===== config.mk =====
export PLATFORM = sky130hd
export DESIGN_NAME = display_value_ctrl_flat
export DESIGN_NICKNAME = d
export VERILOG_FILES = /design/src/rtl/display_pkg.sv /design/src/rtl/display_value_ctrl_if.sv /design/src/rtl/bcd_to_seg7.sv /design/src/rtl/display_value_ctrl.sv /design/src/flat_wrapper.sv
export SDC_FILE = /design/constraint.sdc
export NUM_CORES = 1
export LEC_CHECK = 0
export CAP_MARGIN = 20
export CORE_ASPECT_RATIO = 1.4
export CORE_MARGIN = 5
export CORE_UTILIZATION = 55
export DETAILED_ROUTE_END_ITERATION = 6
export PLACE_DENSITY = 0.8
export REMOVE_ABC_BUFFERS = 1
export SETUP_SLACK_MARGIN = 0.2
export SLEW_MARGIN = 0
export SYNTH_ARGS = -nofsm -noshare
export SYNTH_HDL_FRONTEND = slang
export SYNTH_SLANG_ARGS = --single-unit

===== constraint.sdc =====
create_clock -name clk -period 5.5 [get_ports clk]
set_input_delay 1.1 -clock clk [delete_from_list [all_inputs] [get_ports clk]]
set_output_delay 1.1 -clock clk [all_outputs]
set_load 0.02 [all_outputs]

===== src/rtl/display_pkg.sv =====
// Shared constants and types for the 4-digit display value controller.
// Segment patterns are active-low, bit0=a ... bit6=g.
package display_pkg;

    localparam logic [6:0] SEG_BLANK = 7'h7F;
    localparam logic [6:0] SEG_DASH  = 7'h3F;

    localparam logic [6:0] SEG_0 = 7'h40;
    localparam logic [6:0] SEG_1 = 7'h79;
    localparam logic [6:0] SEG_2 = 7'h24;
    localparam logic [6:0] SEG_3 = 7'h30;
    localparam logic [6:0] SEG_4 = 7'h19;
    localparam logic [6:0] SEG_5 = 7'h12;
    localparam logic [6:0] SEG_6 = 7'h02;
    localparam logic [6:0] SEG_7 = 7'h78;
    localparam logic [6:0] SEG_8 = 7'h00;
    localparam logic [6:0] SEG_9 = 7'h10;

    localparam int unsigned BCD_MAX = 9999;

    // Five BCD nibbles cover the largest 16-bit input (65535).
    localparam int BCD_W = 20;

    typedef enum logic [1:0] {
        IDLE    = 2'd0,
        CONVERT = 2'd1,
        LOAD    = 2'd2
    } state_t;

    // Double-dabble correction: add 3 to every nibble that is 5 or more.
    function automatic logic [BCD_W-1:0] bcd_adjust(input logic [BCD_W-1:0] b);
        logic [BCD_W-1:0] r;
        r = b;
        for (int i = 0; i < BCD_W / 4; i++) begin
            if (b[4*i +: 4] >= 4'd5) begin
                r[4*i +: 4] = b[4*i +: 4] + 4'd3;
            end
        end
        return r;
    endfunction

endpackage


===== src/rtl/display_value_ctrl_if.sv =====
// Value/decimal-point input handshake of the display value controller.
// master = producer (application logic), slave = controller.
interface display_value_ctrl_if #(
    parameter int VALUE_BITS = 14
);
    logic [VALUE_BITS-1:0] value_in;
    logic [3:0]            dp_in;
    logic                  in_valid;
    logic                  in_ready;

    modport master (
        output value_in,
        output dp_in,
        output in_valid,
        input  in_ready
    );

    modport slave (
        input  value_in,
        input  dp_in,
        input  in_valid,
        output in_ready
    );
endinterface


===== src/rtl/bcd_to_seg7.sv =====
// One BCD digit to an active-low 7-segment pattern.
// Codes 10..15 are not BCD and show blank.
import display_pkg::*;

module bcd_to_seg7 (
    input  logic [3:0] bcd_in,
    output logic [6:0] seg_out
);

    // Pattern lookup, blank for anything that is not a decimal digit.
    always_comb begin
        seg_out = SEG_BLANK;
        case (bcd_in)
            4'd0:    seg_out = SEG_0;
            4'd1:    seg_out = SEG_1;
            4'd2:    seg_out = SEG_2;
            4'd3:    seg_out = SEG_3;
            4'd4:    seg_out = SEG_4;
            4'd5:    seg_out = SEG_5;
            4'd6:    seg_out = SEG_6;
            4'd7:    seg_out = SEG_7;
            4'd8:    seg_out = SEG_8;
            4'd9:    seg_out = SEG_9;
            default: seg_out = SEG_BLANK;
        endcase
    end

endmodule


===== src/rtl/display_value_ctrl.sv =====
// Binary value -> BCD (sequential double-dabble) -> registered 4-digit patterns.
// Define DISPLAY_VALUE_CTRL_LZB_EN to blank leading zero digits 3..1.
import display_pkg::*;

module display_value_ctrl #(
    parameter int VALUE_BITS = 14
) (
    input  logic                 clk,
    input  logic                 rst,
    display_value_ctrl_if.slave  in_if,
    output logic [6:0]           digit_0_out,
    output logic [6:0]           digit_1_out,
    output logic [6:0]           digit_2_out,
    output logic [6:0]           digit_3_out,
    output logic [3:0]           dp_out,
    output logic                 done,
    output logic                 overflow
);

    localparam int CNT_W = $clog2(VALUE_BITS);

    state_t                 state_q, state_d;
    logic [VALUE_BITS-1:0]  shift_q, shift_d;
    logic [BCD_W-1:0]       bcd_q, bcd_d;
    logic [BCD_W-1:0]       bcd_adj;
    logic [3:0]             dp_lat_q, dp_lat_d;
    logic                   ovf_pend_q, ovf_pend_d;
    logic [CNT_W-1:0]       cnt_q, cnt_d;
    logic [3:0][6:0]        digit_q, digit_d;
    logic [3:0][6:0]        seg_enc;
    logic [3:0]             dp_out_q, dp_out_d;
    logic                   done_q, done_d;
    logic                   ovf_q, ovf_d;

    for (genvar g = 0; g < 4; g++) begin : g_seg
        bcd_to_seg7 u_seg (
            .bcd_in  (bcd_q[4*g +: 4]),
            .seg_out (seg_enc[g])
        );
    end

    assign bcd_adj = bcd_adjust(bcd_q);

    assign in_if.in_ready = (state_q == IDLE);

    // Next-state, conversion step and output-load decisions.
    always_comb begin
        state_d    = state_q;
        shift_d    = shift_q;
        bcd_d      = bcd_q;
        dp_lat_d   = dp_lat_q;
        ovf_pend_d = ovf_pend_q;
        cnt_d      = cnt_q;
        digit_d    = digit_q;
        dp_out_d   = dp_out_q;
        ovf_d      = ovf_q;
        done_d     = 1'b0;
        unique case (state_q)
            IDLE: begin
                if (in_if.in_valid) begin
                    shift_d    = in_if.value_in;
                    bcd_d      = '0;
                    dp_lat_d   = ~in_if.dp_in;
                    ovf_pend_d = 32'(in_if.value_in) > BCD_MAX;
                    cnt_d      = CNT_W'(VALUE_BITS - 1);
                    state_d    = CONVERT;
                end
            end
            CONVERT: begin
                {bcd_d, shift_d} = {bcd_adj, shift_q} << 1;
                cnt_d = cnt_q - 1'b1;
                if (cnt_q == '0) begin
                    state_d = LOAD;
                end
            end
            LOAD: begin
                if (ovf_pend_q) begin
                    digit_d = {4{SEG_DASH}};
                end else begin
                    digit_d = seg_enc;
`ifdef DISPLAY_VALUE_CTRL_LZB_EN
                    if (bcd_q[15:12] == 4'd0) begin
                        digit_d[3] = SEG_BLANK;
                        if (bcd_q[11:8] == 4'd0) begin
                            digit_d[2] = SEG_BLANK;
                            if (bcd_q[7:4] == 4'd0) begin
                                digit_d[1] = SEG_BLANK;
                            end
                        end
                    end
`else
                    digit_d = seg_enc;
`endif
                end
                dp_out_d = dp_lat_q;
                ovf_d    = ovf_pend_q;
                done_d   = 1'b1;
                state_d  = IDLE;
            end
            default: begin
                state_d = IDLE;
            end
        endcase
    end

    // State and datapath registers with synchronous reset to a blank display.
    always_ff @(posedge clk) begin
        if (rst) begin
            state_q    <= IDLE;
            shift_q    <= '0;
            bcd_q      <= '0;
            dp_lat_q   <= 4'hF;
            ovf_pend_q <= 1'b0;
            cnt_q      <= '0;
            digit_q    <= {4{SEG_BLANK}};
            dp_out_q   <= 4'hF;
            done_q     <= 1'b0;
            ovf_q      <= 1'b0;
        end else begin
            state_q    <= state_d;
            shift_q    <= shift_d;
            bcd_q      <= bcd_d;
            dp_lat_q   <= dp_lat_d;
            ovf_pend_q <= ovf_pend_d;
            cnt_q      <= cnt_d;
            digit_q    <= digit_d;
            dp_out_q   <= dp_out_d;
            done_q     <= done_d;
            ovf_q      <= ovf_d;
        end
    end

    assign digit_0_out = digit_q[0];
    assign digit_1_out = digit_q[1];
    assign digit_2_out = digit_q[2];
    assign digit_3_out = digit_q[3];
    assign dp_out      = dp_out_q;
    assign done        = done_q;
    assign overflow    = ovf_q;

endmodule


===== src/flat_wrapper.sv =====
// flat-port wrapper written by rule: the top's interface ports become plain ports
module display_value_ctrl_flat 
#(
    parameter int VALUE_BITS = 14
)
  (clk, rst, digit_0_out, digit_1_out, digit_2_out, digit_3_out, dp_out, done, overflow, in_if_value_in, in_if_dp_in, in_if_in_valid, in_if_in_ready);
  display_value_ctrl_if #(.VALUE_BITS(VALUE_BITS)) in_if_i ();
  input  logic clk;
  input  logic rst;
  output logic [6:0] digit_0_out;
  output logic [6:0] digit_1_out;
  output logic [6:0] digit_2_out;
  output logic [6:0] digit_3_out;
  output logic [3:0] dp_out;
  output logic done;
  output logic overflow;
  input wire logic [$bits(in_if_i.value_in)-1:0] in_if_value_in;
  input wire logic [$bits(in_if_i.dp_in)-1:0] in_if_dp_in;
  input wire logic [$bits(in_if_i.in_valid)-1:0] in_if_in_valid;
  output wire logic [$bits(in_if_i.in_ready)-1:0] in_if_in_ready;
  assign in_if_i.value_in = in_if_value_in;
  assign in_if_i.dp_in = in_if_dp_in;
  assign in_if_i.in_valid = in_if_in_valid;
  assign in_if_in_ready = in_if_i.in_ready;
  display_value_ctrl #(.VALUE_BITS(VALUE_BITS)) u_core (.clk(clk), .rst(rst), .in_if(in_if_i), .digit_0_out(digit_0_out), .digit_1_out(digit_1_out), .digit_2_out(digit_2_out), .digit_3_out(digit_3_out), .dp_out(dp_out), .done(done), .overflow(overflow));
endmodule

==> out/qor.txt, run 1 <==
Synth cell types: 59
Register area: 2060 um^2
CTS max path bufs: 2
Max-cap violations: 0
Synthesized flop and latch total: 103
P&R area growth vs syn: 20.2%
DRC: 0
Core Footprint: 8200 um^2
Fill count: 656
Combinational share of power: 10.8%
Commonest cells post-synth: dfxtp_1, nand2_1, nand3_1
Achievable frequency: 0.303 GHz
Share of layout cells above drive strength 1: 8.50%
CP required: 5.73 ns
Total grt overflow: 0
Area occupied by multi-input gates: 2310 um^2
First-pass iteration count of the detailed router: 4
Min cycle time layout: 3.30 ns
Die Height: 119 um
Final count of pins violating max slew: 0
Setup TNS: 0 ns
NetSw: 0.000394 W
Setup Skew: 0.00882 ns
Ys async rst share: 0%
Top cell type's share of synthesized area: 44.4%
PD cells: 296 nW/um^2
H-tree depth: 3
IO Count: 56
Gr usage total: 20.5%
Yosys Warn Count: 0
Post-synthesis sequential area ratio: 44.4%
Avg Inst Size Synth: 8.69 um^2
Clock root buffer master: clkbuf_16
DRT iter0 DRCs: 216
Full die area: 10,400 um^2
Dpl cells: 674
Cells after synthesis: 534
Starting Density: 56.6%
Vias in the first global route: 3,801
Post-CTS Repair Setup Buffers: 0
Sequential share of power: 49.0%
Gpl congestion: 0.862
Pleak: 2.41 nW
Capturing element type of the critical path: register
Diode count: 0
Die width: 87.6 um
Switching Share: 23.9%
Clock transition at path regs: 0.07 ns
Post-Layout Cell Count: 690
Worst slew margin: 49.1%
# clock sinks: 103
Clk network pwr share: 40.2%
Number of synthesized flops with an enable pin: 0
Antenna violations before repair: 0
Skew-Pair Late Insertion Delay: 0.34 ns
Area contributors post-synth: dfxtp_1, nand2_1, ha_1
Cell-internal power: 0.00126 W
Hold Vio Cnt, Final: 0
DR WL/cell: 14.7 um
Port Buf Inserts: 55
HP Class: register to register
Synth area leader: dfxtp_1
WL final: 10.1 mm
Period Utilization, post-route: 60.0%
Maximum fanout along the worst path: 26
Routed Antenna Nets: 0
Post-CTS Hold Buffers: 0
CTS buffer count: 9
Vias: 3,885
Worst-Margin Slew: 0.764 ns
CP startpoint kind: input port
Resize count post-CTS: 0
Nets: 634
Final setup fails: 0
CTS tree: done
Global-route wire length before repair: 17.5 mm
Hpwl dp: 7.14 mm
Cell Area, Synth: 4640 um^2
Detailed-route vias per instance: 5.63
Outcome: finished, final reports clean
Peak supply drop: 0.000201 V
Largest net degree at the start of global routing: 35
Arrival time worst endpoint: 3.53 ns
Post-synth top flop: dfxtp_1
WS Path Type: input port to register
FP Rows: 39
Setup repair after global routing missed its margin: false
==> worst paths after layout <==
kind	endpoint	slack, ns	from	cells past startpoint
setup reg to reg	u_core.g_seg[0].u_seg.seg_out[3]	2.89	u_core.state_q[0]	9
setup / recovery	u_core.g_seg[0].u_seg.seg_out[3]	2.20	rst	11
hold reg to reg	u_core.digit_1_out[5]	0.44	u_core.g_seg[1].u_seg.seg_out[5]	2
hold / removal	u_core.digit_1_out[5]	0.44	u_core.g_seg[1].u_seg.seg_out[5]	2
==> power by group through the flow <==
| stage | registers, W | logic, W | clock network, W |
|---|---|---|---|
| 2_1_floorplan | 0.000830 | 0.0000905 | 0 |
| 3_3_place_gp | 0.000823 | 0.000174 | 0 |
| 3_5_place_dp | 0.000825 | 0.000178 | 0 |
| 4_1_cts | 0.000808 | 0.000179 | 0.000670 |
| 5_1_grt | 0.000813 | 0.000196 | 0.000710 |
| 6_report | 0.000808 | 0.000179 | 0.000663 |
==> final cells by class <==
type	instances	area share [%]
Sequential cell	103	37.0
Clock inverter	6	1.53
Timing Repair Buffer	63	11.0
Inverter	39	2.63
Multi-Input combinational cell	367	41.5
Clock buffer	10	4.11
Tap cell	102	2.29
==> logic make-up after synthesis <==
kind of cell	Yosys count	share of synthesized area (%)
compound gates	126	19.4
xor+xnor	6	1.13
fa+ha+maj	30	8.09
buf+inv	64	5.72
flops	103	44.4
mux	3	0.647
simple gates	202	20.6
==> placed cells by master, fill, tap and decap left out, drive strengths merged, types with 6 or more instances in the layout <==
cell type / count
nand3: 37
o22ai: 9
buf: 8
ha: 30
nand2b: 9
a211oi: 8
dfxtp: 103
a22oi: 9
nor3: 8
clkbuf: 10
nor3b: 7
nor2: 18
inv: 38
clkdlybuf4s50: 55
a21oi: 25
nand3b: 6
o211ai: 8
o21ai: 30
nand2: 103
==> routing by layer <==
metal | up-vias | global-route usage (%) | routed length, um
met2 | 110 | 34.8 | 5220
met1 | 1824 | 24.9 | 4160
met4 | 0 | 8.45 | 227
met3 | 20 | 4.04 | 522
li1 | 1931 | - | -
met5 | - | 0 | 0
==> state kept, by name (all words and copies together) (netlist names), 2 cells and up <==
signal	cells
u_core.shift_q	14
u_core.state_q	2
u_core.bcd_q	16
u_core.digit_2_out	7
u_core.dp_out	4
u_core.dp_lat_q	4
u_core.digit_3_out	7
u_core.cnt_q	4
u_core.g_seg.u_seg.seg_out	28
u_core.digit_1_out	7
u_core.digit_0_out	7
==> metrics by stage <==
step	total power, W	hold WS, ns	utilization [%]	area [um^2]	setup slack, ns
detailed placement	0.00100	0.424	64.2	5260	1.85
finish	0.00165	0.437	68.0	5580	2.20
CTS	0.00166	0.438	68.0	5580	2.21
global route	0.00172	0.463	68.0	5580	2.04
global placement	0.000997	0.419	64.2	5260	1.93
floorplan	0.000921	0.416	-	4520	2.57
==> critical path: stages <==
cell             delay (ns)
clkdlybuf4s50_1        0.40
buf_4                  0.23
nor3b_2                0.41
buf_4                  0.26
nand2_1                0.10
o211ai_2               0.31
inv_1                  0.14
ha_1                   0.21
nor2_1                 0.12
o21ai_2                0.07
a21boi_2               0.17
Power figures use the tool's default switching activity.
==> run 2, diff against run 1 <==
Settings changed: CORE_UTILIZATION 55 to 50, PLACE_DENSITY 0.8 to 0.77.
Clock period 5.5 ns to 2.9 ns, I/O delays scaled along.
==> run 2 against run 1 <==
Net effect: power up 84%; hold slack better by 0.0019 ns; clock skew up 0.0025 ns; routed wire length rose by 3.7%; via count grew 1.3%; sequential cell count stayed put; combinational power increased by 99%; worst setup slack got worse by 1.8 ns; register-to-register slack worse by 2.5 ns; core utilization shrank 5.0 points; critical endpoint unchanged.
==> out/qor.txt, run 2 (synthesis gave the netlist of run 1 again) <==
P&R area growth vs syn: 22.6%
Outcome: finished, final reports clean
CTS buffer count: 9 (unchanged)
Skew-Pair Late Insertion Delay: 0.35 ns (about the same)
DRC: 0 (unchanged)
Crit path max-delay family: simple AND/OR/NAND/NOR gates
Min-delay src: u_core.g_seg[0].u_seg.seg_out[4]
Met2 usage: 34.8% (-0.044 points)
IO Count: 56 (unchanged)
Pleak: 2.49 nW (+3.0%)
Max-cap violations: 0 (unchanged)
Die width: 91.4 um (+4.3%)
Gr usage total: 18.9% (-1.6 points)
Clock root buffer master: clkbuf_16
Flop2flop setup slack: 0.39 ns (-2.50 ns)
Resize count post-CTS: 0 (unchanged)
DR WL/cell: 14.8 um (+0.64%)
WL final: 10.5 mm (+3.7%)
Peak supply drop: 0.000565 V (+180%)
Port Buf Inserts: 55 (unchanged)
Worst slew margin: 54.0% (+4.9 points)
Largest register FFs: 28 (unchanged)
Clock transition at path regs: 0.07 ns (about the same)
Antenna violations before repair: 0 (unchanged)
Capturing element type of the critical path: register
Starting Density: 51.4% (-5.2 points)
Nets: 650 (+2.5%)
Vias: 3,934 (+1.3%)
Critical R2R Launch: u_core.state_q[0]
Final setup fails: 0 (unchanged)
FF-to-FF path depth: 8 (-1)
PD cells: 533 nW/um^2 (+80%)
Post-CTS Repair Setup Buffers: 0 (unchanged)
WP buf/inv: 1 (-3)
Share of layout cells above drive strength 1: 10.9% (+2.4 points)
# clock sinks: 103 (unchanged)
Routing usage on met1: 20.7% (-4.2 points)
FP Rows: 41 (+5.1%)
Post-CTS Hold Buffers: 0 (unchanged)
Power, Total: 0.00303 W (+84%)
CP peak stage delay: 0.69 ns (+0.28 ns)
CTS tree: done
M3 GR Usage: 3.81% (-0.23 points)
Setup repair after global routing missed its margin: false
Commonest cells after routing, fill and taps aside: nand2_1, dfxtp_1, clkdlybuf4s50_1
Achievable frequency: 0.398 GHz
Min cycle time layout: 2.51 ns
Largest net degree at the start of global routing: 35 (unchanged)
Routed Antenna Nets: 0 (unchanged)
Hold Vio Cnt, Final: 0 (unchanged)
Arrival time worst endpoint: 2.75 ns (-0.78 ns)
HP Class: register to register
CP required: 3.13 ns (-2.60 ns)
Maximum fanout along the worst path: 14 (-46%)
Period Utilization, post-route: 86.7%
Hold depth: 2 (unchanged)
Detailed-route vias per instance: 5.53 (-1.7%)
Worst-path cell chain: or3b_4 > a2111o_1 > o211ai_2 > inv_1 > ha_1 > nor2_1 > o21ai_2 > a21boi_2
Global-route wire length before repair: 17.5 mm (-0.39%)
Core Footprint: 9030 um^2 (+10%)
Hold slack final: 0.439 ns (+0.00187 ns)
Total grt overflow: 0 (unchanged)
CTS max path bufs: 2 (unchanged)
First-pass iteration count of the detailed router: 4 (unchanged)
Setup Skew: 0.0113 ns (+0.00246 ns)
Slowest cell on the critical path: dfxtp_1
WS Path Type: register to register
Gpl congestion: 0.876 (+1.6%)
Die Height: 124 um (+4.5%)
Worst-Margin Slew: 0.689 ns (-0.0750 ns)
Setup TNS: 0 ns (unchanged)
Hpwl dp: 7.76 mm (+8.7%)
DRT iter0 DRCs: 207 (-4.2%)
Most used routing layer: met2
CP startpoint kind: register
Vias in the first global route: 3,837 (+0.95%)
H-tree depth: 3 (unchanged)
Min-Delay Endpoint: u_core.digit_0_out[4]
FF-to-FF End: u_core.g_seg[0].u_seg.seg_out[3]
Diode count: 0 (unchanged)
Full die area: 11,300 um^2 (+9.0%)
Final count of pins violating max slew: 0 (unchanged)
[run 2: layer usage]
metal,share of wire [%],up-vias
met2,52,76
li1,-,1975
met1,42,1861
met3,4.0,22
met4,2.3,0
met5,0,-
[run 2: worst max-delay path by stage]
stage	endpoint	cells past startpoint	slack, ns	startpoint
after floorplan	u_core.digit_0_out[0]	3	0.22	u_core.state_q[1]
after global placement	u_core.g_seg[0].u_seg.seg_out[3]	9	0.21	rst
after detailed placement	u_core.g_seg[0].u_seg.seg_out[3]	9	0.15	rst
after CTS	u_core.g_seg[0].u_seg.seg_out[3]	8	0.41	u_core.state_q[0]
after global routing	u_core.g_seg[0].u_seg.seg_out[1]	8	0.28	u_core.state_q[0]
final	u_core.g_seg[0].u_seg.seg_out[3]	8	0.39	u_core.state_q[0]
[run 2: worst register-to-register path, cell delays in order, from the launching register on]
cell	delay, ns
dfxtp_1	0.69
or3b_4	0.55
a2111o_1	0.36
o211ai_2	0.10
inv_1	0.11
ha_1	0.21
nor2_1	0.15
o21ai_2	0.08
a21boi_2	0.17
[run 2: area by class of cell]
cell class                      count  area [um^2]
Fill cell                         761         3340
Tap cell                          107          134
Clock buffer                       12          256
Multi-Input combinational cell    367         2310
Timing Repair Buffer               79          743
Sequential cell                   103         2060
Clock inverter                      4         30.0
Inverter                           39          146
[run 2: power by group]
group	internal, W	total [W]	switching [W]
sequential	0.00148	0.00153	0.0000512
clock	0.000631	0.00115	0.000515
combinational	0.000160	0.000356	0.000196
[run 2: through the flow]
| step | std cells | area (um^2) | worst slack [ns] | utilization (%) |
|---|---|---|---|---|
| after detailed placement | 695 | 5400 | 0.146 | 59.8 |
| after global routing | 711 | 5690 | 0.277 | 63.0 |
| after CTS | 711 | 5690 | 0.414 | 63.0 |
| after global placement | 695 | 5400 | 0.211 | 59.8 |
| after floorplan | 509 | 4520 | 0.217 | - |
| final | 711 | 5690 | 0.386 | 63.0 |
==> run 3, diff against run 2 <==
Settings changed: CORE_UTILIZATION 50 to 52, CTS_BUF_LIST set to sky130_fd_sc_hd__clkbuf_4 sky130_fd_sc_hd__clkbuf_8, PLACE_DENSITY 0.77 to 0.79.
==> run 3 against run 2 <==
Net effect: hold slack improved by 0.0089 ns; clock-buffer cell count down 2; combinational power up 3%; register-to-register slack improved by 0.09 ns; via count about the same; non-clock buffer count shrank 1; critical endpoint is now u_core.g_seg[3].u_seg.seg_out[3].
==> out/qor.txt, run 3 (synthesis gave the netlist of run 1 again) <==
Min-delay src: u_core.g_seg[1].u_seg.seg_out[5]
Post-DP Area: 5390 um^2 (-0.19%)
Vias in the first global route: 3,820 (-0.44%)
P&R area growth vs syn: 22.5% (about the same)
Achievable frequency: 0.399 GHz (+0.20%)
NetSw: 0.000721 W (-5.4%)
First-pass iteration count of the detailed router: 5 (+1)
PD cells: 551 nW/um^2 (+3.3%)
Total grt overflow: 0 (unchanged)
Register area: 2060 um^2 (unchanged)
Starting Density: 53.6% (+2.2 points)
Hold slack final: 0.448 ns (+0.00892 ns)
Routed Antenna Nets: 0 (unchanged)
Cell-internal power: 0.00241 W (+6.2%)
Arrival time worst endpoint: 2.77 ns (+0.02 ns)
Largest net degree at the start of global routing: 35 (unchanged)
Power, Total: 0.00313 W (+3.3%)
CTS buffer count: 9 (unchanged)
Fill count: 730 (-4.1%)
Combinational share of power: 11.7% (about the same)
Die Height: 122 um (-1.8%)
Max-cap violations: 0 (unchanged)
Port Buf Inserts: 55 (unchanged)
Clock root buffer master: clkbuf_8
Maximum fanout along the worst path: 9 (-5)
FF-to-FF path depth: 8 (unchanged)
Nets: 649 (-0.15%)
DRC: 0 (unchanged)
Full die area: 10,900 um^2 (-3.5%)
Post-CTS Repair Setup Buffers: 0 (unchanged)
Min cycle time layout: 2.51 ns (-0.00511 ns)
WS Path Type: input port to register
Min-Delay Endpoint: u_core.digit_1_out[5]
Worst-path cell chain: clkdlybuf4s50_1 > or3b_4 > a2111o_1 > o211ai_2 > inv_1 > ha_1 > nor2_1 > o21ai_2 > a21boi_2
Pleak: 2.49 nW (+0.12%)
Final count of pins violating max slew: 0 (unchanged)
DRT iter0 DRCs: 175 (-15%)
Setup Skew: 0.00942 ns (-0.00186 ns)
HP Class: register to register
Vias: 3,936 (+0.051%)
Clock transition at path regs: 0.09 ns (+0.02 ns)
IO Count: 56 (unchanged)
Post-CTS Hold Buffers: 0 (unchanged)
Die width: 89.8 um (-1.7%)
Diode count: 0 (unchanged)
WL final: 10.5 mm (-0.20%)
CP peak stage delay: 0.48 ns (-0.21 ns)
Worst slew margin: 65.6% (+12 points)
Peak supply drop: 0.000326 V (-42%)
Hpwl dp: 7.68 mm (-1.0%)
Gr usage total: 19.3% (+0.44 points)
FP Rows: 40 (-2.4%)
Commonest cells after routing, fill and taps aside: nand2_1, dfxtp_1, clkdlybuf4s50_1
Detailed-route vias per instance: 5.56 (+0.47%)
FF-to-FF End: u_core.g_seg[2].u_seg.seg_out[6]
CTS tree: done
Resize count post-CTS: 0 (unchanged)
Capturing element type of the critical path: register
Setup TNS: 0 ns (unchanged)
Final setup fails: 0 (unchanged)
# clock sinks: 103 (unchanged)
Period Utilization, post-route: 86.5% (-0.18 points)
CTS max path bufs: 2 (unchanged)
DR WL/cell: 14.8 um (+0.22%)
Hold Vio Cnt, Final: 0 (unchanged)
Slowest cell on the critical path: or3b_4
CP required: 3.16 ns (+0.03 ns)
Outcome: finished, final reports clean
CP startpoint kind: input port
Largest register FFs: 28 (unchanged)
Skew-Pair Late Insertion Delay: 0.37 ns (+0.02 ns)
Setup repair after global routing missed its margin: false
Post-placement setup slack: 0.0220 ns (-0.124 ns)
Design area: 5680 um^2 (about the same)
Worst-Margin Slew: 0.511 ns (-0.177 ns)
Critical R2R Launch: u_core.state_q[0]
Clk network pwr share: 39.6% (+1.8 points)
Gpl congestion: 0.818 (-6.7%)
Global-route wire length before repair: 17.5 mm (+0.12%)
Sequential share of power: 48.7% (-1.8 points)
Antenna violations before repair: 0 (unchanged)
Setup ws final: 0.391 ns (+0.00511 ns)
Switching Share: 23.0% (-2.1 points)
Area occupied by multi-input gates: 2310 um^2 (unchanged)
Core Footprint: 8660 um^2 (-4.1%)
Hold depth: 2 (unchanged)
Share of layout cells above drive strength 1: 10.9% (+0.018 points)
Flop2flop setup slack: 0.48 ns (+0.09 ns)
H-tree depth: 3 (unchanged)
==> run 3: per-layer routing <==
metal  track usage, %  wire (um)
met2             35.9       5490
met1             21.5       4310
met4             7.84        227
met5                0          0
met3             3.64        463
==> run 3: worst max-delay path by stage <==
stage | cells after the start | slack, ns | endpoint | from
finish | 9 | 0.39 | u_core.g_seg[3].u_seg.seg_out[3] | rst
global route | 9 | 0.31 | u_core.g_seg[3].u_seg.seg_out[5] | rst
floorplan | 3 | 0.22 | u_core.digit_0_out[0] | u_core.state_q[1]
detailed placement | 9 | 0.02 | u_core.g_seg[3].u_seg.seg_out[3] | rst
global placement | 9 | 0.08 | u_core.g_seg[0].u_seg.seg_out[3] | rst
CTS | 9 | 0.41 | u_core.g_seg[3].u_seg.seg_out[3] | rst
==> run 3: power by group through the flow <==
stage	registers (W)	clock network, W	logic, W
finish	0.00153	0.00124	0.000367
global route	0.00153	0.00131	0.000404
CTS	0.00153	0.00125	0.000369
detailed placement	0.00156	0	0.000367
global placement	0.00156	0	0.000358
floorplan	0.00158	0	0.000172
==> run 3: layout make-up <==
| type | instances | area share [%] |
|---|---|---|
| clock inverter | 6 | 2.73 |
| clock buffer | 10 | 2.42 |
| multi-input combinational | 367 | 40.7 |
| sequential | 103 | 36.3 |
| timing repair buffer | 78 | 12.9 |
| tap | 105 | 2.31 |
| inverter | 39 | 2.58 |
==> run 3: through the flow <==
stage | utilization, % | instances
2_1_floorplan | - | 509
3_3_place_gp | 62.3 | 692
3_5_place_dp | 62.3 | 692
4_1_cts | 65.6 | 708
5_1_grt | 65.6 | 708
6_report | 65.6 | 708
==> run 3: critical path, delay by kind of cell <==
kind            cells  cell delay [ns]
compound gates      4             0.73
simple gates        2             0.62
buf+inv             2             0.61
fa+ha+maj           1             0.22
